[config.mk]
export PLATFORM = sky130hd
export DESIGN_NAME = store_buffer
export DESIGN_NICKNAME = d
export VERILOG_FILES = /design/src/rtl/store_buffer_pkg.sv /design/src/rtl/store_buffer_fifo.sv /design/src/rtl/store_buffer.sv
export SDC_FILE = /design/constraint.sdc
export NUM_CORES = 1
export LEC_CHECK = 0
export ABC_AREA = 1
export BUFFER_PORTS_ARGS = -buffer_cell sky130_fd_sc_hd__clkbuf_2
export CAP_MARGIN = 15
export CORE_MARGIN = 2
export CORE_UTILIZATION = 65
export CTS_BUF_LIST = sky130_fd_sc_hd__clkbuf_2 sky130_fd_sc_hd__clkbuf_4 sky130_fd_sc_hd__clkbuf_8
export DETAILED_ROUTE_END_ITERATION = 16
export PLACE_DENSITY_LB_ADDON = 0.05
export REMOVE_ABC_BUFFERS = 1
export SLEW_MARGIN = 20
export SYNTH_ARGS = -nofsm -noshare
export SYNTH_HDL_FRONTEND = slang
export SYNTH_SLANG_ARGS = --single-unit
[constraint.sdc]
create_clock -name clk -period 6.65 [get_ports clk]
set_input_delay 0.665 -clock clk [delete_from_list [all_inputs] [get_ports clk]]
set_output_delay 0.665 -clock clk [all_outputs]
set_load 0.01 [all_outputs]
[src/rtl/store_buffer_pkg.sv]
// Shared definitions for the MEM-stage store buffer.
//   - DM access type codes (Word/Half/Unsigned_Half/Byte/Unsigned_Byte)
//   - Default buffer depth and pointer width
//   - Word-address width used by the load/store overlap compare
package store_buffer_pkg;

  localparam logic [5:0] Word_DM          = 6'b000001;
  localparam logic [5:0] Half_DM          = 6'b000010;
  localparam logic [5:0] Unsigned_Half_DM = 6'b000100;
  localparam logic [5:0] Byte_DM          = 6'b001000;
  localparam logic [5:0] Unsigned_Byte_DM = 6'b010000;

  localparam int SB_DEPTH = 4;
  localparam int SB_PTR_W = 2;

  // Overlap is decided at word granularity, so only addr[31:2] is compared.
  localparam int WADDR_W = 30;

  typedef struct packed {
    logic [31:0] addr;
    logic [31:0] wd;
    logic [5:0]  dtype;
    logic [31:0] pc;
  } sb_entry_t;

endpackage

[src/rtl/store_buffer_fifo.sv]
// Store buffer storage: circular FIFO of pending store entries.
// Ports:
//   clk, reset        clock, synchronous active-high reset (control only)
//   push_i, pop_i     enqueue at tail / dequeue head at posedge
//   in_*_i            entry fields written on push
//   head_*_o          fields of the oldest entry
//   waddr_all_o       word address (addr[31:2]) of every slot, flattened
//   valid_all_o       per-slot occupancy bit
//   count_o           number of occupied slots
//   full_o, empty_o   occupancy flags
module store_buffer_fifo
  import store_buffer_pkg::*;
#(
  parameter int DEPTH = SB_DEPTH,
  parameter int PTR_W = SB_PTR_W
) (
  input  logic                     clk,
  input  logic                     reset,
  input  logic                     push_i,
  input  logic                     pop_i,
  input  logic [31:0]              in_addr_i,
  input  logic [31:0]              in_wd_i,
  input  logic [5:0]               in_type_i,
  input  logic [31:0]              in_pc_i,
  output logic [31:0]              head_addr_o,
  output logic [31:0]              head_wd_o,
  output logic [5:0]               head_type_o,
  output logic [31:0]              head_pc_o,
  output logic [DEPTH*WADDR_W-1:0] waddr_all_o,
  output logic [DEPTH-1:0]         valid_all_o,
  output logic [PTR_W:0]           count_o,
  output logic                     full_o,
  output logic                     empty_o
);

  sb_entry_t        mem_q [DEPTH];
  logic [PTR_W-1:0] wr_q, wr_d;
  logic [PTR_W-1:0] rd_q, rd_d;
  logic [PTR_W:0]   cnt_q, cnt_d;
  logic [DEPTH-1:0] vld_q, vld_d;

  always_comb begin
    wr_d  = wr_q;
    rd_d  = rd_q;
    vld_d = vld_q;
    // Pointers wrap naturally because DEPTH is a power of two.
    if (pop_i) begin
      rd_d        = rd_q + PTR_W'(1);
      vld_d[rd_q] = 1'b0;
    end
    if (push_i) begin
      wr_d        = wr_q + PTR_W'(1);
      vld_d[wr_q] = 1'b1;
    end
    cnt_d = cnt_q + (PTR_W+1)'(push_i) - (PTR_W+1)'(pop_i);
  end

  always_ff @(posedge clk) begin
    if (reset) begin
      wr_q  <= '0;
      rd_q  <= '0;
      cnt_q <= '0;
      vld_q <= '0;
    end else begin
      wr_q  <= wr_d;
      rd_q  <= rd_d;
      cnt_q <= cnt_d;
      vld_q <= vld_d;
    end
  end

  // Entry payload carries no reset; occupancy is tracked by vld_q alone.
  always_ff @(posedge clk) begin
    if (push_i) begin
      mem_q[wr_q] <= '{addr: in_addr_i, wd: in_wd_i, dtype: in_type_i, pc: in_pc_i};
    end
  end

  always_comb begin
    waddr_all_o = '0;
    for (int i = 0; i < DEPTH; i++) begin
      waddr_all_o[i*WADDR_W +: WADDR_W] = mem_q[i].addr[31:2];
    end
  end

  assign head_addr_o = mem_q[rd_q].addr;
  assign head_wd_o   = mem_q[rd_q].wd;
  assign head_type_o = mem_q[rd_q].dtype;
  assign head_pc_o   = mem_q[rd_q].pc;
  assign valid_all_o = vld_q;
  assign count_o     = cnt_q;
  assign full_o      = (cnt_q == (PTR_W+1)'(DEPTH));
  assign empty_o     = (cnt_q == '0);

endmodule

[src/rtl/store_buffer.sv]
// MEM-stage store buffer between the pipeline memory request and the DM port.
// Stores are queued and drained one per cycle when the port is free; loads go
// straight to DM and stall only on overlap with a pending store or a busy port.
// Ports:
//   clk, reset                      clock, synchronous active-high reset
//   req_valid/we/addr/wd/type/pc    MEM-stage request
//   flush                           kills the current request
//   dm_busy                         DM port unavailable this cycle
//   stall                           freeze pipeline F..M
//   dm_we/addr/wd/type/pc           DM port drive
//   sb_count, sb_empty              pending store count / empty flag
module store_buffer
  import store_buffer_pkg::*;
#(
  parameter int DEPTH = SB_DEPTH,
  parameter int PTR_W = SB_PTR_W
) (
  input  logic         clk,
  input  logic         reset,
  input  logic         req_valid,
  input  logic         req_we,
  input  logic [31:0]  req_addr,
  input  logic [31:0]  req_wd,
  input  logic [5:0]   req_type,
  input  logic [31:0]  req_pc,
  input  logic         flush,
  input  logic         dm_busy,
  output logic         stall,
  output logic         dm_we,
  output logic [31:0]  dm_addr,
  output logic [31:0]  dm_wd,
  output logic [5:0]   dm_type,
  output logic [31:0]  dm_pc,
  output logic [PTR_W:0] sb_count,
  output logic         sb_empty
);

  logic                     live, is_load, is_store;
  logic                     hit, load_stall, store_stall, load_served;
  logic                     push, pop, full, empty;
  logic [31:0]              head_addr, head_wd, head_pc;
  logic [5:0]               head_type;
  logic [DEPTH*WADDR_W-1:0] waddr_all;
  logic [DEPTH-1:0]         valid_all;

  store_buffer_fifo #(
    .DEPTH (DEPTH),
    .PTR_W (PTR_W)
  ) u_fifo (
    .clk         (clk),
    .reset       (reset),
    .push_i      (push),
    .pop_i       (pop),
    .in_addr_i   (req_addr),
    .in_wd_i     (req_wd),
    .in_type_i   (req_type),
    .in_pc_i     (req_pc),
    .head_addr_o (head_addr),
    .head_wd_o   (head_wd),
    .head_type_o (head_type),
    .head_pc_o   (head_pc),
    .waddr_all_o (waddr_all),
    .valid_all_o (valid_all),
    .count_o     (sb_count),
    .full_o      (full),
    .empty_o     (empty)
  );

  assign live     = req_valid & ~flush;
  assign is_load  = live & ~req_we;
  assign is_store = live & req_we;

  // Word-granular overlap against every occupied slot, regardless of access type.
  always_comb begin
    hit = 1'b0;
    for (int i = 0; i < DEPTH; i++) begin
      if (valid_all[i] && (waddr_all[i*WADDR_W +: WADDR_W] == req_addr[31:2])) begin
        hit = 1'b1;
      end
    end
  end

  assign load_stall  = is_load & (hit | dm_busy);
  // A full buffer blocks the store even if the head pops this cycle; the
  // frozen pipeline re-presents it next cycle.
  assign store_stall = is_store & full;
  assign load_served = is_load & ~load_stall;

  assign stall = ~reset & (load_stall | store_stall);
  assign push  = is_store & ~full & ~reset;
  assign pop   = ~dm_busy & ~reset & ~empty & ~load_served;

  // A served load owns the port; otherwise the head entry is presented,
  // written only when draining.
  assign dm_we   = pop;
  assign dm_addr = load_served ? req_addr : head_addr;
  assign dm_wd   = head_wd;
  assign dm_type = load_served ? req_type : head_type;
  assign dm_pc   = load_served ? req_pc   : head_pc;

  assign sb_empty = empty;

endmodule

After elaboration in Yosys (flattened, before gate mapping)
Memories as Yosys holds them, arrays and structs flattened. A register that Yosys moved wholly into a read port is not among the register bits.
Cells that the tools add are included.
{"block": "totals", "regBits": 11, "latchBits": 0, "ramBits": 408, "rom_bits": 0, "in_bits": 108, "output_inout_bits": 108, "wordCells": 67, "mem_count": 1}
{"name": "u_fifo.mem_q", "words": 4, "word_bits": 102, "rd": 5, "rd_ports_with_merged_regs": 1, "write_ports": 1, "line_no": "store_buffer_fifo.sv:36", "rtl": "sb_entry_t mem_q [DEPTH];"}
{"block": "op_classes", "n_addsub": 4, "multipliers": 0, "div_mod_pow": 0, "order_cmp": 4, "n_eq_ne": 5, "shift": 0, "muxes": 17, "bitwise_logic": 25, "reduce_logical": 7}
{"cell": "$eq A30 B30 Y1", "n": 4}
{"cell": "$mux W32", "n": 2}
{"cell": "$and A1 B1 Y1", "n": 12}
{"cell": "$mux W1", "n": 8}
{"cell": "$mux W4", "n": 2}
{"cell": "$not A1 Y1", "n": 8}
{"cell": "$logic_and A1 B1 Y1", "n": 6}
{"cell": "$lt A2 B3 Y1 const B", "n": 2}
{"cell": "$mux W6", "n": 1}
{"cell": "$add A2 B1 Y2 const B", "n": 2}
{"cell": "$and A4 B4 Y4", "n": 1}
{"cell": "$demux W1 S2", "n": 2}
{"cell": "$ge A2 B1 Y1 const B", "n": 2}
{"cell": "$mux W2", "n": 2}
{"cell": "$not A4 Y4", "n": 1}
{"cell": "$or A4 B4 Y4", "n": 1}
{"cell": "$add A3 B1 Y3", "n": 1}
{"cell": "$eq A3 B3 Y1 const B", "n": 1}
{"cell": "$logic_not A3 Y1", "n": 1}
{"cell": "$sub A3 B1 Y3", "n": 1}
{"cell": "$or A1 B1 Y1", "n": 2}

Logic depth before layout (Yosys ltp)
Gate-level depths: netlist of the first run.
{"block": "depth", "depth_word": 15, "mapped_depth": 22, "depth_no_buf": 20}

Hierarchy
From an unflattened synthesis of the first run, not the netlist that was laid out.
{"block": "unflattened", "hier_cells": 2429, "hier_area_um2": 21892.2}
{"module": "store_buffer_fifo", "instances": 1, "cells_each": 1387, "area_per_inst_um2": 17433.0, "seq_area_each_um2": 12512.0}
{"module": "store_buffer", "instances": 1, "cells_each": 1042, "area_per_inst_um2": 4459.3, "seq_area_each_um2": 0.0}

Worst setup path after synthesis of the first run
OpenSTA, ideal clock, no wires.
{"block": "synth_timing", "path_kind": "input to register", "start": "input port req_valid", "end": "memory u_fifo.mem_q[0][0] (netlist bit) (enable)", "setup_time_ns": 0.455, "arrival_ns": 3.404, "required_ns": 6.195, "setup_slack_ns": 2.790, "path_stages": 6, "n_path_buf": 0, "cell_sequence": "inv_1 -> nor3b_1 -> o21ai_0 -> nor2_1 -> nand2_1 -> inv_1"}
{"block": "synth_via", "elab_chain_cells": 6}
{"element": "start, declared", "line_no": "store_buffer.sv:20", "rtl": "input logic req_valid,"}
{"element": "$and A1 B1 Y1", "line_no": "store_buffer.sv:69", "rtl": "assign live = req_valid & ~flush;"}
{"element": "$and A1 B1 Y1", "line_no": "store_buffer.sv:71", "rtl": "assign is_store = live & req_we;"}
{"element": "$and A1 B1 Y1 (2 in a row)", "line_no": "store_buffer.sv:90", "rtl": "assign push = is_store & ~full & ~reset;"}
{"element": "named net push", "line_no": "store_buffer.sv:40", "rtl": "logic push, pop, full, empty;"}
{"element": "$mux W1", "line_no": "store_buffer_fifo.sv:74", "rtl": "if (push_i) begin"}
{"element": "$mux W1 (not written as such)", "line_no": "store_buffer_fifo.sv:75", "rtl": "mem_q[wr_q] <= '{addr: in_addr_i, wd: in_wd_i, dtype: in_type_i, pc: in_pc_i};"}
{"element": "end, declared", "line_no": "store_buffer_fifo.sv:36"}
The timed path passes the listed nets, and every way through them passes these cells.

==> results of run 1 <==
==> per-stage QoR <==
stage                     total power [mW]  std cells
after floorplan                      3.734       1729
after global placement               4.161       2343
after detailed placement             4.186       2343
after CTS                            6.399       2462
after global routing                 6.638       2462
final                                6.373       2462
==> cell usage after synthesis (all sizes together), types with 3 or more instances <==
| cell | n | share of area [%] |
|---|---|---|
| o21ai | 316 | 8.3 |
| o211ai | 3 | 0.12 |
| inv | 196 | 3.9 |
| nor2 | 313 | 6.2 |
| dfxtp | 13 | 1.4 |
| buf | 34 | 1.5 |
| xnor2 | 10 | 0.46 |
| edfxtp | 408 | 64 |
| nand3 | 83 | 3.2 |
| nand2 | 256 | 5.1 |
| clkbuf | 51 | 1.0 |
| xor2 | 8 | 0.37 |
| nand4 | 7 | 0.31 |
| nor3 | 4 | 0.11 |
| a21oi | 64 | 1.7 |
| ha | 9 | 0.59 |
| o22ai | 33 | 1.1 |
| or2 | 3 | 0.099 |
==> metal layers <==
| metal | vias up | track usage, % |
|---|---|---|
| met5 | - | 0 |
| met2 | 684 | 48.96 |
| met3 | 80 | 5.570 |
| met1 | 6633 | 41.46 |
| met4 | 0 | 9.931 |
| li1 | 6648 | - |
==> worst max-delay path, cell delays in order, from the launching register on <==
cell,delay (ns)
dfxtp_4,0.64
clkinv_2,0.83
buf_4,0.65
a21oi_1,0.20
o21ai_0,0.13
nand3_1,0.15
o21ai_0,0.16
inv_1,0.12
clkbuf_2,0.14
==> layout make-up <==
type | instances | area share, %
Inverter | 197 | 3.491
Timing Repair Buffer | 230 | 5.509
Tap cell | 384 | 2.227
Clock inverter | 30 | 1.079
Sequential cell | 421 | 58.03
Multi-Input combinational cell | 1111 | 24.51
Clock buffer | 89 | 5.156
==> sequential cells by signal, summed over array words and instances, names as in the netlist, named ones only <==
signal and count:
u_fifo.mem_q 408, u_fifo.valid_all_o 4, u_fifo.count_o 3, u_fifo.rd_q 2, u_fifo.wr_q 2
==> path summary, 6_finish.rpt <==
check / startpoint / end / slack (ns) / depth (start not counted)
worst max-delay path: flip-flop / dm_addr[31] / 2.34 / 8
worst min register to register: u_fifo.wr_q[0]$_SDFFE_PP0P_ / u_fifo.wr_q[0]$_SDFFE_PP0P_ / 0.52 / 2
worst min-delay path: req_wd[18] / u_fifo.mem_q[0][56]$_DFFE_PP_ / 0.27 / 1
worst max register to register: u_fifo.mem_q[0][94]$_DFFE_PP_ / u_fifo.count_o[2]$_SDFF_PP0_ / 3.14 / 20
==> report_power, final <==
| part | total [mW] | switching, mW | internal [mW] |
|---|---|---|---|
| clock | 2.24 | 1.02 | 1.22 |
| combinational | 1.13 | 0.729 | 0.398 |
| sequential | 3.01 | 0.0563 | 2.95 |
==> logic make-up after synthesis <==
family,after synthesis,share of synthesized area [%]
AND/OR/NAND/NOR,667,15.08
AO/OA/AOI/OAI,416,11.21
adder cells (fa/ha/maj),10,0.6977
XOR/XNOR,18,0.8293
flip-flops,421,65.82
buffers and inverters,282,6.365
==> metrics.txt, run 1 <==
status completed; pin count of the biggest net entering global routing roughly 100; Fin Hold WS about 0.27 ns; Worst-path clk slew 0.06 ns; WL final 45830 um; top layer in use met4; Root Driver clkbuf_8; Post-CTS Setup Bufs 0; crit-path max FO between 50 and 60; # hold bufs at CTS 0; DR iter-0 viols 1533; WP data arrival 3.64 ns; skew final 0.04507 ns; worst hold path class input pin to flip-flop; area post-placement 20230 um2; # Max-Cap Violations 0; HPWL Detailed 27410 um; Syn Area/Cell 10.48 um2; final hold viol count 0; clk sinks 421; commonest non-fill, non-tap cell in the layout edfxtp_1; antenna viol nets, final 0; All-Layer GR Usage 30.07%; fmax 232.2 MHz; vias 14050; DP Worst Slack 2.542 ns; fillers around 2000; Detail Route met3 WL around 3800 um; EDFF count, synth 408; share of layout cells above drive strength 1 19.20%; Tmin final 4.306 ns; Via-to-Cell Ratio 5.705; vias in the first global route 13580; Resized Gates After CTS 0; slew margin rel. 31.18%; period utilization about two thirds; Seq. cell area 12520 um2; GP Congestion 0.9048; number of buffers added on ports 215; final core occ 74.96%; Critical Path RT approximately 6.0 ns; RSZ-0062 raised after global routing no; pwr/cell area between 200 and 300 nW/um2; Seq/Total Area, Yosys 65.82%; final setup fails 0; Post-synth ARST share 0%; Top-Level Pins ~220; Die Y 175.0 um; die area between 30000 and 40000 um2; Area growth, synth to finish 13.49%; drt wl/cell 18.61 um; row count 62; maximum root-to-sink buffer count 3; DR DRC count 0; maximum level of the CTS H-tree 3; Most used DFF post-synth edfxtp_1; antenna violations before repair 0; Inserted Diodes 0; Max VDD drop ~0.26 mV; initial core utilization 66.05%; M1 WL 19000 um; max-slew violations 0; Final #Nets between 2000 and 2500; Synth Register Bits 421; Clock Latency Late Sink 0.60 ns; Sum Neg Setup Slack 0 ns; met2 WL 21990 um; grt ovf 0; post-route setup slack between 2 and 2.5 ns; most frequent cells in the layout edfxtp_1, nor2_1, nand2_1; CTS tree done; Syn Inst Count between 1500 and 2000; core area 28780 um2; Slew @ Worst Pin about 1.0 ns; CP Capture Type output port; Final Cell Area approximately 22000 um2; first-pass GRT wire length 71790 um; LEAKAGE about 8.7 nW; CP Class flip-flop to output port; Netlist cell types 31; die width 175.0 um; total iterations of the first detailed-routing run 5; CTS Buf Count 70; synthesized cell area roughly 19000 um2; crit start category flip-flop; Yosys warnings 0; multi-input logic area around 5300 um2
(Power assumes the default switching activity.)
==> run 2: changes to the inputs <==
--- a/config.mk
+++ b/config.mk
@@ -5,11 +5,11 @@
 export SDC_FILE = /design/constraint.sdc
 export NUM_CORES = 1
 export LEC_CHECK = 0
-export ABC_AREA = 1
+export ABC_AREA = 0
 export BUFFER_PORTS_ARGS = -buffer_cell sky130_fd_sc_hd__clkbuf_2
 export CAP_MARGIN = 15
 export CORE_MARGIN = 2
-export CORE_UTILIZATION = 65
+export CORE_UTILIZATION = 55
 export CTS_BUF_LIST = sky130_fd_sc_hd__clkbuf_2 sky130_fd_sc_hd__clkbuf_4 sky130_fd_sc_hd__clkbuf_8
 export DETAILED_ROUTE_END_ITERATION = 16
 export PLACE_DENSITY_LB_ADDON = 0.05
==> constraint.sdc (replaced) <==
create_clock -name clk -period 3.85 [get_ports clk]
set_input_delay 0.385 -clock clk [delete_from_list [all_inputs] [get_ports clk]]
set_output_delay 0.385 -clock clk [all_outputs]
set_load 0.01 [all_outputs]
==> run 2 against run 1 <==
Worst hold slack got worse by 0.24 ns. Power increased by 65%. Critical path depth increased by 1. Design area decreased by 1.8%. Global-route usage decreased by 8.8 points. First-iteration DRC count decreased by 54%. Clock skew decreased by 0.027 ns. Worst setup slack got worse by 2.1 ns. Synthesized area decreased by 3.2%. Combinational power increased by 48%. Non-clock buffer count increased by 17.
==> metrics.txt, run 2 <==
status completed; synthesized cell area approximately 18000 um2; Syn Inst Count 888; GP Congestion 0.8266; Post-CTS Setup Bufs 0; WL final 37200 um; DP Worst Slack between 0.4 and 0.5 ns; Root Driver clkbuf_8; CTS Buf Count 70; die width 186.9 um; Simple-Gate Fraction of Synth Area 2.189%; Most used DFF post-synth edfxtp_1; vias 9212; maximum level of the CTS H-tree 3; WP data arrival 3.22 ns; Clock Latency Late Sink 0.56 ns; Critical Path RT 3.46 ns; DR DRC count 0; area leader, netlist edfxtp_1; top cell type's share of synthesized area 66.56%; Tmin final 3.608 ns; Die Y 186.9 um; pin count of the biggest net entering global routing 47; total power roughly 11 mW; Psw 2.532 mW; Area growth, synth to finish 15.15%; DR iter-0 viols 699; skew final between 0.015 and 0.02 ns; Max VDD drop 0.3808 mV; worst hold path class input pin to flip-flop; Synth Area in XOR/XNOR between 5 and 6%; max-slew violations 0; crit start category flip-flop; LEAKAGE 7.240 nW; # Max-Cap Violations 0; Clock power frac 34.8%; Synth area leaders edfxtp_1, mux4_2, mux2_4; most frequent cells in the layout edfxtp_1, clkbuf_2, xnor2_1; sequential power share 49.3%; die area 34950 um2; Synth Area in Adders 0.7205%; final setup fails 0; Most flops, register u_fifo.mem_q; CP Class flip-flop to output port; largest family of logic cells by synthesized area multiplexers; compound-cell area share of the yosys netlist 1.033%; Largest register FFs 408; combinational share of power between 10% and 20%; Worst-path clk slew around 0.05 ns; Post-synth ARST share 0%; EDFF count, synth 408; fmax 277.2 MHz; total iterations of the first detailed-routing run 4; vias in the first global route between 9000 and 10000; grt ovf 0; share of layout cells above drive strength 1 42.22%; CP Capture Type output port; Netlist cell types between 50 and 60; Sw Share 24.06%; final core occ 64.66%; first-pass GRT wire length 56750 um; Synth top cells by count edfxtp_1, xnor2_1, mux2_4; min-delay src req_wd[30]; count leader, synth edfxtp_1; Synth Register Bits between 400 and 500; Slew @ Worst Pin about 0.8 ns; pwr/cell area slightly below 500 nW/um2; Worst R2R Start u_fifo.mem_q[0][83]$_DFFE_PP_; maximum root-to-sink buffer count 3; Via-to-Cell Ratio 5.617; All-Layer GR Usage 21.24%; antenna violations before repair 4; clk sinks roughly 420; commonest non-fill, non-tap cell in the layout edfxtp_1; final hold viol count 0; HPWL Detailed 23890 um; Seq/Total Area, Yosys 67.97%; Cell Int Power 7.992 mW; row count 66; post-route setup slack 0.2424 ns; placed cells 1509; Yosys warnings 0; core area 32780 um2; RSZ-0062 raised after global routing no; Setup crit start u_fifo.mem_q[0][83]$_DFFE_PP_; Final #Nets 1268; Resized Gates After CTS 0; Fin Hold WS between 0.03 and 0.04 ns; crit-path max FO 38; period utilization 93.70%; CTS tree done; # hold bufs at CTS 11; antenna viol nets, final 0; number of buffers added on ports 215; slew margin rel. roughly 48%; drt wl/cell 22.68 um; Syn Area/Cell 20.73 um2; initial core utilization a little under three fifths; mux cell area share after synthesis 19.19%; Top-Level Pins 216; Post-Layout Cell Count approximately 1600
-- run 2: stage by stage --
stage          area [um2]  TNS (ns)
4_1_cts             21190         0
6_report            21200         0
3_3_place_gp        19790         0
5_1_grt             21190         0
2_1_floorplan       17820   -150.42
3_5_place_dp        19790         0
-- run 2: cell type report --
class	count	area, um2
clock buffer	96	1177
clock inverter	22	115.1
inverter	19	81.33
sequential	421	12520
fill	2325	11590
antenna	2	5.005
tap	442	553.0
timing repair buffer	247	1506
multi-input combinational	391	5239
-- run 2: final timing paths --
kind                              endpoint  slack [ns]  cells past startpoint
max reg2reg   u_fifo.count_o[1]$_SDFF_PP0_        0.57                     11
min reg2reg                      flip-flop        0.53                      2
min          u_fifo.mem_q[1][68]$_DFFE_PP_        0.04                      1
max                              dm_pc[14]        0.24                      9
-- run 2: cells by family after synthesis --
group | Yosys count
simple gates | 68
buf+inv | 76
xor+xnor | 112
fa+ha+maj | 10
compound gates | 23
mux | 178
flops | 421
-- run 2: per-layer routing --
| metal | up-vias | share of wire [%] | track usage (%) |
|---|---|---|---|
| met1 | 4705 | 42 | 28.32 |
| li1 | 4128 | - | - |
| met4 | 2 | 2.0 | 6.227 |
| met2 | 320 | 48 | 33.94 |
| met5 | - | 0.043 | 0 |
| met3 | 57 | 8.2 | 6.660 |
-- run 2: power by group through the flow --
stage	Clock (mW)	Sequential (mW)	Combinational, mW
floorplan	0	5.37	1.06
global placement	0	5.29	1.67
detailed placement	0	5.29	1.68
CTS	3.78	5.20	1.70
global route	3.99	5.21	1.79
finish	3.67	5.19	1.67
-- run 2: critical path: stages (launching register included) --
cell	delay, ns
edfxtp_1	0.45
nor2b_1	0.17
a2111o_1	0.36
nor3_2	0.19
nand4_1	0.12
o311a_4	0.44
and2_4	0.19
buf_12	0.18
mux2_4	0.36
clkbuf_2	0.13
==> run 3: changes to the inputs <==
--- a/config.mk
+++ b/config.mk
@@ -17,4 +17,5 @@
 export SLEW_MARGIN = 20
 export SYNTH_ARGS = -nofsm -noshare
 export SYNTH_HDL_FRONTEND = slang
+export SYNTH_HIERARCHICAL = 1
 export SYNTH_SLANG_ARGS = --single-unit
==> run 3 against run 2 <==
Combinational power fell by 32%. Sequential cell count did not move. Clock power rose by 2%. Worst hold slack barely moved. Sequential power fell by 1%. Clock skew fell by 0.0030 ns. Non-clock buffer count rose by 60. Largest cell class unchanged. Highest routed layer is now met4.
==> metrics.txt, run 3 <==
combinational share of power a little under an eighth; initial core utilization 55.90%; Clock Latency Late Sink 0.60 ns; Sum Neg Setup Slack 0 ns; WL final 36990 um; total power 10.03 mW; Tmin final 3.565 ns; DR iter-0 viols 492; worst reg2reg path depth 12; share of layout cells above drive strength 1 a little over two fifths; row count between 60 and 70; antenna violations before repair 1; Critical Path RT 3.46 ns; CTS tree done; met1 Use GR 30.66%; crit-path max FO 70; Area growth, synth to finish 13.98%; first-pass GRT wire length about 57000 um; Cell Int Power 7.755 mW; worst hold path class input pin to flip-flop; Seq. cell area approximately 13000 um2; Synth top cells by count edfxtp_1, buf_4, xnor2_1; die width 188.8 um; CP max stage delay 0.42 ns; Most used DFF post-synth edfxtp_1; Yosys warnings 6; Worst R2R Start u_fifo/mem_q[3][97]$_DFFE_PP_; maximum level of the CTS H-tree 3; skew final 0.01486 ns; GR Layer Usage met2 32.92%; crit-path cells xnor2_1 > nand4_1 > nor4_1 > a211oi_2 > nand3_4 > buf_12 > mux2_2 > clkbuf_2; sequential power share between 50% and 60%; final core occ 63.71%; HPWL Detailed 22770 um; final hold viol count 0; Critical R2R Capture u_fifo/count_o[2]$_SDFF_PP0_; # Max-Cap Violations 0; grt ovf 0; maximum root-to-sink buffer count 3; Slowest cell on crit path edfxtp_1; CP Capture Type output port; clk sinks 421; Synth Register Bits 421; pwr/cell area 468.2 nW/um2; Clock power frac between 30 and 40%; DR DRC count 0; WP data arrival 3.18 ns; Synth area leaders edfxtp_1, mux4_2, buf_4; Critical Path Sink dm_pc[4]; CTS Buf Count 70; Fin Hold WS 0.03842 ns; vias in the first global route 9676; multi-input logic area 4886 um2; fmax approximately 280 MHz; area post-placement 19440 um2; Final #Nets 1309; vias 9123; Sw Share 22.66%; busiest grt layer met2; Netlist cell types 33; die area 35660 um2; commonest non-fill, non-tap cell in the layout edfxtp_1; Syn Inst Count 991; GP Congestion roughly 0.75; crit start category flip-flop; Most flops, register u_fifo/mem_q; Psw 2.272 mW; Root Driver clkbuf_8; GRT met3 Usage 5.960%; count leader, synth edfxtp_1; Post-CTS Setup Bufs 0; pin count of the biggest net entering global routing 71; DP Worst Slack 0.5078 ns; Setup crit start u_fifo/mem_q[3][97]$_DFFE_PP_; period utilization 92.60%; Final Cell Area 21420 um2; core area 33620 um2; All-Layer GR Usage 21.58%; placed cells 1500; Syn Area/Cell 18.96 um2; EDFF count, synth between 400 and 500; Worst-path clk slew approximately 0.070 ns; total iterations of the first detailed-routing run 5; RSZ-0062 raised after global routing no; Via-to-Cell Ratio 5.424; final setup fails 0; max-slew violations 0; CP Class flip-flop to output port; Largest register FFs 408; LEAKAGE 7.163 nW; Max VDD drop 0.4011 mV; Seq/Total Area, Yosys around 67%; Die Y 188.8 um; area leader, netlist edfxtp_1; drt wl/cell around 22 um; r2r setup slk 0.79 ns; slew margin rel. 56.42%; synthesized cell area 18790 um2; Post-Layout Cell Count ~1700; most frequent cells in the layout edfxtp_1, clkbuf_2, xnor2_1; Slew @ Worst Pin 0.6537 ns; top cell type's share of synthesized area 65.20%; status completed; antenna viol nets, final 0; fillers 2472; post-route setup slack approximately 0.28 ns; Post-synth ARST share 0%; number of buffers added on ports 215; Top-Level Pins between 200 and 250
-- run 3: changes by cell type in the layout (fill, tap and decap cells not counted), moves of 11 or more --
cell | previous run | this run
mux2_2 | 0 | 61
mux2_4 | 70 | 9
dlygate4sd3_1 | 11 | 66
mux4_2 | 63 | 102
xnor2_1 | 88 | 122
xor2_1 | 24 | 0
mux4_4 | 21 | 0
mux4_1 | 18 | 0
clkinv_1 | 16 | 5
-- run 3: power by group through the flow --
stage	registers (mW)	logic (mW)	clock network (mW)
floorplan	5.29	0.634	0
global placement	5.23	1.10	0
detailed placement	5.23	1.10	0
CTS	5.14	1.16	3.87
global route	5.14	1.24	4.05
finish	5.14	1.14	3.75
-- run 3: worst min path at each step --
stage | slack, ns | to | startpoint | cells past startpoint
after CTS | 0.0006 | u_fifo/mem_q[3][36]$_DFFE_PP_ | req_type[4] | 1
after floorplan | 0.46 | u_fifo/count_o[0]$_SDFF_PP0_ | reset | 1
after detailed placement | 0.55 | u_fifo/wr_q[1]$_SDFFE_PP0P_ | u_fifo/wr_q[1]$_SDFFE_PP0P_ | 2
after global routing | 0.01 | u_fifo/mem_q[1][24]$_DFFE_PP_ | req_pc[24] | 1
after global placement | 0.55 | u_fifo/wr_q[1]$_SDFFE_PP0P_ | u_fifo/wr_q[1]$_SDFFE_PP0P_ | 2
final | 0.04 | u_fifo/mem_q[1][24]$_DFFE_PP_ | req_pc[24] | 1
-- run 3: cell type report --
| type | instances | share of cell area (%) |
|---|---|---|
| tap | 448 | 2.617 |
| sequential | 421 | 58.46 |
| clock inverter | 15 | 0.4849 |
| timing repair buffer | 307 | 9.838 |
| clock buffer | 100 | 5.638 |
| antenna | 1 | 0.01168 |
| inverter | 8 | 0.1402 |
| multi-input combinational | 382 | 22.81 |
-- run 3: routing by layer --
metal	routed length, um	vias up
met5	0	-
met4	745	0
met3	2303	60
met2	17220	249
met1	16720	4669
li1	-	4145
-- run 3: timing repair --
item / 4_1_cts / 5_1_grt
hold endpoints to repair: 261 / 0
endpoints found under the setup margin: 0 / 17
hold buffers: 66 / 0
gates resized for setup: 0 / 1
-- run 3: kinds of logic after synthesis --
| family | share of synthesized area (%) |
|---|---|
| XOR/XNOR | 5.813 |
| AND/OR/NAND/NOR | 2.117 |
| flip-flops | 66.59 |
| buffers and inverters | 7.498 |
| adder cells (fa/ha/maj) | 0.7724 |
| multiplexers | 16.71 |
| AO/OA/AOI/OAI | 0.5061 |
-- run 3: worst max-delay path, delay by kind of cell (launching register included) --
family	cells	cell delay [ns]
and+or+nand+nor	3	0.69
buffers and inverters	2	0.51
AOI/OAI and AO/OA	1	0.16
DFF	1	0.42
xor gates and xnor gates	1	0.33
muxes	1	0.39
